<file path="src/rtl/adsr_envelope.sv">
// ADSR envelope generator: turns a gate into a 10-bit amplitude with linear,
// saturating per-tick slopes. All outputs come straight from flops.
module adsr_envelope #(
    parameter int CLKSPEED = 50_000_000,
    parameter int TICK_HZ  = 1000
) (
    input  logic       clk,
    input  logic       rst,
    input  logic       gate,
    input  logic [9:0] attack_step,
    input  logic [9:0] decay_step,
    input  logic [9:0] sustain_level,
    input  logic [9:0] release_step,
    output logic [9:0] amp_out,
    output logic [2:0] stage,
    output logic       busy
);
    localparam int DIV = CLKSPEED / TICK_HZ;
    localparam int CW  = (DIV > 2) ? $clog2(DIV) : 1;

    typedef enum logic [2:0] {
        IDLE    = 3'd0,
        ATTACK  = 3'd1,
        DECAY   = 3'd2,
        SUSTAIN = 3'd3,
        RELEASE = 3'd4
    } state_t;

    state_t      state, state_nx;
    logic [9:0]  amp_nx;
    logic [CW-1:0] cnt;
    logic        tick;
    logic        gate_m, gate_s, gate_d;
    logic        rise, held;
    logic [10:0] sum, dthr;

    // gate_m/gate_s form the synchronizer; gate_d only exists for edge detect
    always_ff @(posedge clk) begin
        if (rst) begin
            gate_m <= 1'b0;
            gate_s <= 1'b0;
            gate_d <= 1'b0;
            cnt    <= '0;
        end else begin
            gate_m <= gate;
            gate_s <= gate_m;
            gate_d <= gate_s;
            cnt    <= (cnt == CW'(DIV - 1)) ? '0 : cnt + 1'b1;
        end
    end

    assign tick = (cnt == CW'(DIV - 1));
    assign rise = gate_s & ~gate_d;
    assign held = (state == ATTACK) || (state == DECAY) || (state == SUSTAIN);
    assign sum  = {1'b0, amp_out} + {1'b0, attack_step};
    assign dthr = {1'b0, sustain_level} + {1'b0, decay_step};

    // Gate events win over the tick and freeze amp_out for that cycle.
    always_comb begin
        state_nx = state;
        amp_nx   = amp_out;
        if (rise) begin
            state_nx = ATTACK;
        end else if (!gate_s && held) begin
            state_nx = RELEASE;
        end else if (tick) begin
            case (state)
                ATTACK: begin
                    if (sum >= 11'd1023) begin
                        amp_nx   = 10'd1023;
                        state_nx = DECAY;
                    end else begin
                        amp_nx = sum[9:0];
                    end
                end
                DECAY: begin
                    if ({1'b0, amp_out} <= dthr) begin
                        amp_nx   = sustain_level;
                        state_nx = SUSTAIN;
                    end else begin
                        amp_nx = amp_out - decay_step;
                    end
                end
                SUSTAIN: amp_nx = sustain_level;
                RELEASE: begin
                    if (amp_out <= release_step) begin
                        amp_nx   = 10'd0;
                        state_nx = IDLE;
                    end else begin
                        amp_nx = amp_out - release_step;
                    end
                end
                default: amp_nx = 10'd0;
            endcase
        end
    end

    always_ff @(posedge clk) begin
        if (rst) begin
            state   <= IDLE;
            amp_out <= 10'd0;
            busy    <= 1'b0;
        end else begin
            state   <= state_nx;
            amp_out <= amp_nx;
            busy    <= (state_nx != IDLE);
        end
    end

    assign stage = state;
endmodule

</file>
<file path="config.mk">
export PLATFORM = sky130hd
export DESIGN_NAME = adsr_envelope
export DESIGN_NICKNAME = d
export VERILOG_FILES = /design/src/rtl/adsr_envelope.sv
export SDC_FILE = /design/constraint.sdc
export NUM_CORES = 1
export LEC_CHECK = 0
export ABC_AREA = 0
export CAP_MARGIN = 25
export CELL_PAD_IN_SITES_DETAIL_PLACEMENT = 2
export CELL_PAD_IN_SITES_GLOBAL_PLACEMENT = 2
export CORE_MARGIN = 2
export CORE_UTILIZATION = 25
export DETAILED_ROUTE_END_ITERATION = 7
export PLACE_DENSITY = 0.73
export SYNTH_ARGS = -nofsm -noshare
export SYNTH_HDL_FRONTEND = slang
export SYNTH_SLANG_ARGS = --single-unit
export TNS_END_PERCENT = 10
</file>
<file path="constraint.sdc">
create_clock -name clk -period 6.35 [get_ports clk]
set_clock_uncertainty 0.2 [all_clocks]
set_input_delay 1.27 -clock clk [delete_from_list [all_inputs] [get_ports clk]]
set_output_delay 1.27 -clock clk [all_outputs]
set_load 0.1 [all_outputs]
</file>
# Word level (Yosys, flattened, before mapping)
# Cells that the tools add are included.
[word_totals]
register_bits = 33
in_bits = 43
out_inout_bits = 14
elab_cells = 42
[classes]
add_sub_neg = 5
n_lt_le_gt_ge = 3
eq_ne = 5
mux = 11
n_bitwise = 4
reduce_logical = 7
[ops]
columns = ["operator", "n"]
rows = [
  ["10-bit one-hot mux with 4 select lines", 1],
  ["10-bit two-way mux", 3],
  ["10-bit by 10-bit adder with 11-bit output", 2],
  ["10-bit subtractor", 2],
  ["3-bit two-way mux", 6],
  ["16-bit by 1-bit adder with 16-bit output, second input constant", 1],
  ["16-bit == test, second input constant", 1],
  ["11-bit by 10-bit >= comparator with 1-bit output, second input constant", 1],
  ["10-bit by 11-bit less-or-equal comparator with 1-bit output", 1],
  ["10-bit less-or-equal comparator", 1],
  ["3-bit one-hot mux with 3 select lines", 1],
  ["3-bit by 2-bit == test with 1-bit output, second input constant", 2],
  ["3-bit by 1-bit == test with 1-bit output, second input constant", 1],
  ["3-bit == test, second input constant", 1],
  ["1-bit inverter", 3],
  ["3-bit AND reduction", 1],
  ["3-bit nonzero test", 1],
  ["1-bit logical OR", 2],
  ["2-bit OR reduction", 1],
  ["1-bit bitwise AND", 1],
  ["1-bit logical AND", 1],
  ["1-bit logical NOT", 1],
]

# Logic depth before layout (Yosys ltp)
[depth]
word_depth = 8
ltp_mapped = 19
mapped_depth_nobuf = 18

# Worst setup path after synthesis
# No wires, ideal clock.
[synth_timing]
path_type = "input to register"
startpoint = "input port decay_step[1]"
endpoint = "register amp_out[6]"
setup_time_ns = 0.124
arrival_ns = 4.701
t_required_ns = 6.026
slack_ns = 1.325
cell_stages = 19
path_buffers = 1
path_cell_list = "ha_1 a21o_1 a21oi_1 o21bai_1 a21oi_1 o21ai_0 a21o_1 a21oi_1 xor2_1 ha_1 nand3_1 nor3_1 a211o_1 a31oi_1 and2_1 buf_1 mux2i_1 a221oi_1 o21ai_0"
[synth_between]
elab_chain_cells = 4
word_cells_on_any_way = 5
classes_between = "add/sub (2); order compare (1); mux (2)"
[synth_lines]
columns = ["element", "line_no", "text"]
rows = [
  ["start, declared", "11", "input logic [9:0] decay_step,"],
  ["10-bit by 10-bit adder with 11-bit output", "56", "assign dthr = {1'b0, sustain_level} + {1'b0, decay_step};"],
  ["10-bit by 11-bit less-or-equal comparator with 1-bit output", "77", "if ({1'b0, amp_out} <= dthr) begin"],
  ["10-bit two-way mux (*)", "77", ""],
  ["10-bit one-hot mux with 4 select lines (*)", "67", "case (state)"],
  ["end signal, assigned", "105", "amp_out <= amp_nx;"],
  ["end, declared", "14", "output logic [9:0] amp_out,"],
]
# Every way passes the cells marked *; elsewhere a longest branch is shown, timed or not.
# A chain may end at the register's enable or synchronous reset.

# Worst setup path in the final report
[layout_timing]
startpoint = "input port decay_step[1]"
endpoint = "register amp_out[1]"
# Same word-level chain as after synthesis.

==> results.md <==
- Worst ir drop on vdd: 0.0902 mV
- Most common cell after layout, fill and taps aside: clkdlybuf4s50_1
- CTS tree: done
- Clk sinks: 33
- Area Overhead vs Synth: 23.2%
- DP Wirelength: 11.0 mm
- Post-synthesis cell type count: 70
- Area occupied by multi-input gates: 2860 µm²
- Critical Path Start Type: input port
- Finish-stage setup viols: 0
- Vias: 3724
- Sequential cell area: 661 µm²
- WS Path Type: in2reg
- Synth area leader: dfxtp_1
- Final nets: 624
- DRC Markers: 0
- Max cap viols: 0
- Relative slew slack: 34.5%
- CP cell instances: clkdlybuf4s50_1 -> ha_1 -> a21o_1 -> a21oi_1 -> o21bai_1 -> a21oi_1 -> o21ai_0 -> a21o_1 -> a21oi_1 -> xor2_1 -> ha_1 -> nand3_1 -> nor3_1 -> a211o_1 -> a31oi_1 -> and2_1 -> mux2_2 -> o211ai_1 -> o21a_1
- Antenna violations before repair: 0
- Clk root buf: clkbuf_16
- Ys async rst share: 0%
- Clk_lat worst skew: 0.29 ns
- FF-to-FF Start: amp_out[1]
- Ys Warns: 0
- Synth Cell Area: 3740 µm²
- CP max stage cell: and2_1
- Post-CTS sizing: 0
- Share of cells above drive strength 1: 4.73%
- CTS H-tree lvls: 2
- Post-Syn Area per Cell: 7.88 µm²
- Gr ovfl total: 0
- Worst-margin pin slew: 0.979 ns
- Outcome: finished clean
- R2r setup slk: 2.51 ns
- Core area: 14600 µm²
- Vias in the first global route: 4097
- Post-synthesis sequential area ratio: 17.6%
- Final hold violation count: 0
- Tot GR Track Use: 16.8%
- Setup ws final: 0.599 ns
- Max Fclk: 174 MHz
- # Post-CTS Setup Buffers: 0
- Pre-CTS WS: 0.324 ns
- Drt wl/cell: 18.3 µm
- First-pass DRT Iterations: 4
- Crit share post-route: 90.6%
- Die W: 126 µm
- Worst min path class: reg2reg
- Num rows: 44
- CTS max path bufs: 2
- Cts hold-fix bufs: 0
- Worst r2r dst: amp_out[2]
- Crit. End Element: register
- Post-Route WL: 13.0 mm
- CTS buffer count: 5
- Worst hold start: gate_m
- IO buf count: 56
- Antenna fix cells: 0
- #FFs+latches synth: 33
- First-pass GRT wire length: 21.7 mm
- ANT nets after route: 0
- Worst path max stage delay: 0.52 ns
- Min-Delay Path Depth: 1
- Critical path's top delay family: compound AO/OA/AOI/OAI gates
- Initial drt markers: 115
- CP max FO: 10
- Slew Limit Fails: 0
- Hold endpoint: gate_s
- Setup_tns: 0 ns
- Area contributors post-synth: dfxtp_1, ha_1, xor2_1
- CP bufs+invs: 1
- GPL Wtd Cong: 0.901
- PwrDens: 133 nW/µm²
- Syn nets: 572
- CP arrival: 5.78 ns
- Die Ht: 126 µm
- Initial Util: 25.7%
- Fillers: 1686
- Final Critical Period: 5.75 ns
- EDFF count, synth: 0
- CTS clk-pin slew, worst paths: 0.06 ns
- Crit path required time: 6.38 ns
- RSZ-0062 raised after global routing: false
- Reg2Reg Depth: 9
- Post-synth top flop: dfxtp_1
- Synth Instances: 475
- Number of vias per cell: 5.23
- Top cell by count, worst path: a21oi_1
- Die area: 16000 µm²
- Share of the synthesized area in the top cell type: 17.6%
- IO Count: 57
- Final core utilization: 31.6%
- Leakage power: 0.00193 µW
- Largest net degree at the start of global routing: 21
- Highest-count cells in the layout ignoring fill and taps: clkdlybuf4s50_1, ha_1, inv_1, nor2_1, a21oi_1
==> worst max-delay path by stage <==
stage | startpoint | end | slack [ns] | cells past startpoint
5_1_grt | decay_step[1] | amp_out[1] | 0.26 | 19
6_report | decay_step[1] | amp_out[1] | 0.60 | 19
3_5_place_dp | sustain_level[1] | amp_out[1] | 0.32 | 19
3_3_place_gp | sustain_level[1] | amp_out[1] | 0.48 | 19
2_1_floorplan | decay_step[1] | amp_out[6] | 1.33 | 19
4_1_cts | decay_step[1] | amp_out[1] | 0.58 | 19
==> per-layer routing <==
| layer | vias up | global-route usage, % | share of wire (%) |
|---|---|---|---|
| met5 | - | 0 | 0 |
| met4 | 0 | 4.27 | 1.3 |
| met3 | 11 | 1.56 | 2.1 |
| met2 | 44 | 27.4 | 45 |
| met1 | 1831 | 23.8 | 51 |
| li1 | 1838 | - | - |
==> cell type report <==
cell class / count / share of cell area, %
Clock buffer: 5 / 2.71
Multi-Input combinational cell: 388 / 61.9
Tap cell: 184 / 4.99
Sequential cell: 33 / 14.3
Clock inverter: 3 / 0.380
Timing Repair Buffer: 57 / 12.3
Inverter: 42 / 3.42
==> power breakdown <==
| part | switching (µW) | internal [µW] | total [µW] |
|---|---|---|---|
| Combinational | 83.6 | 71.5 | 155 |
| Clock | 102 | 144 | 246 |
| Sequential | 3.21 | 210 | 213 |
==> cells by family after synthesis <==
logic type	after synthesis	synth area share, %
buf+inv	54	6.11
compound gates	130	24.2
mux	8	2.17
xor+xnor	40	9.36
flops	33	17.6
simple gates	156	21.7
fa+ha+maj	54	18.8
==> synth_stat cells (3+ instances only) <==
cell type / n
a21oi_1: 34
a31oi_1: 4
mux2i_1: 7
o21a_1: 9
xnor2_1: 19
ha_1: 50
xor2_1: 21
nor3_1: 11
nand2_1: 33
o211ai_1: 7
or4_4: 3
a211oi_1: 3
nor2b_1: 9
clkbuf_1: 7
a21o_1: 9
or2_2: 4
o21bai_1: 3
fa_1: 4
and2_1: 4
o21ai_0: 19
o2111ai_1: 4
nand4_1: 7
nand2b_1: 5
o41ai_1: 4
a311oi_1: 3
nand3_1: 14
and3_1: 6
nor2_1: 41
dfxtp_1: 33
inv_1: 41
a221oi_1: 3
or3_1: 5
==> flip-flops by register name, summed over array words and instances (netlist names) <==
name	count
amp_out	10
gate_d	1
gate_m	1
cnt	16
gate_s	1
stage	3
busy	1
==> through the flow <==
stage / std cells / instance area, µm² / total power [µW] / hold WS, ns
floorplan: 475 / 3740 / 312 / 0.214
global placement: 704 / 4470 / 366 / 0.217
detailed placement: 704 / 4470 / 374 / 0.252
CTS: 712 / 4610 / 624 / 0.261
global route: 712 / 4610 / 649 / 0.277
finish: 712 / 4610 / 615 / 0.253
Power figures use the tool's default switching activity.
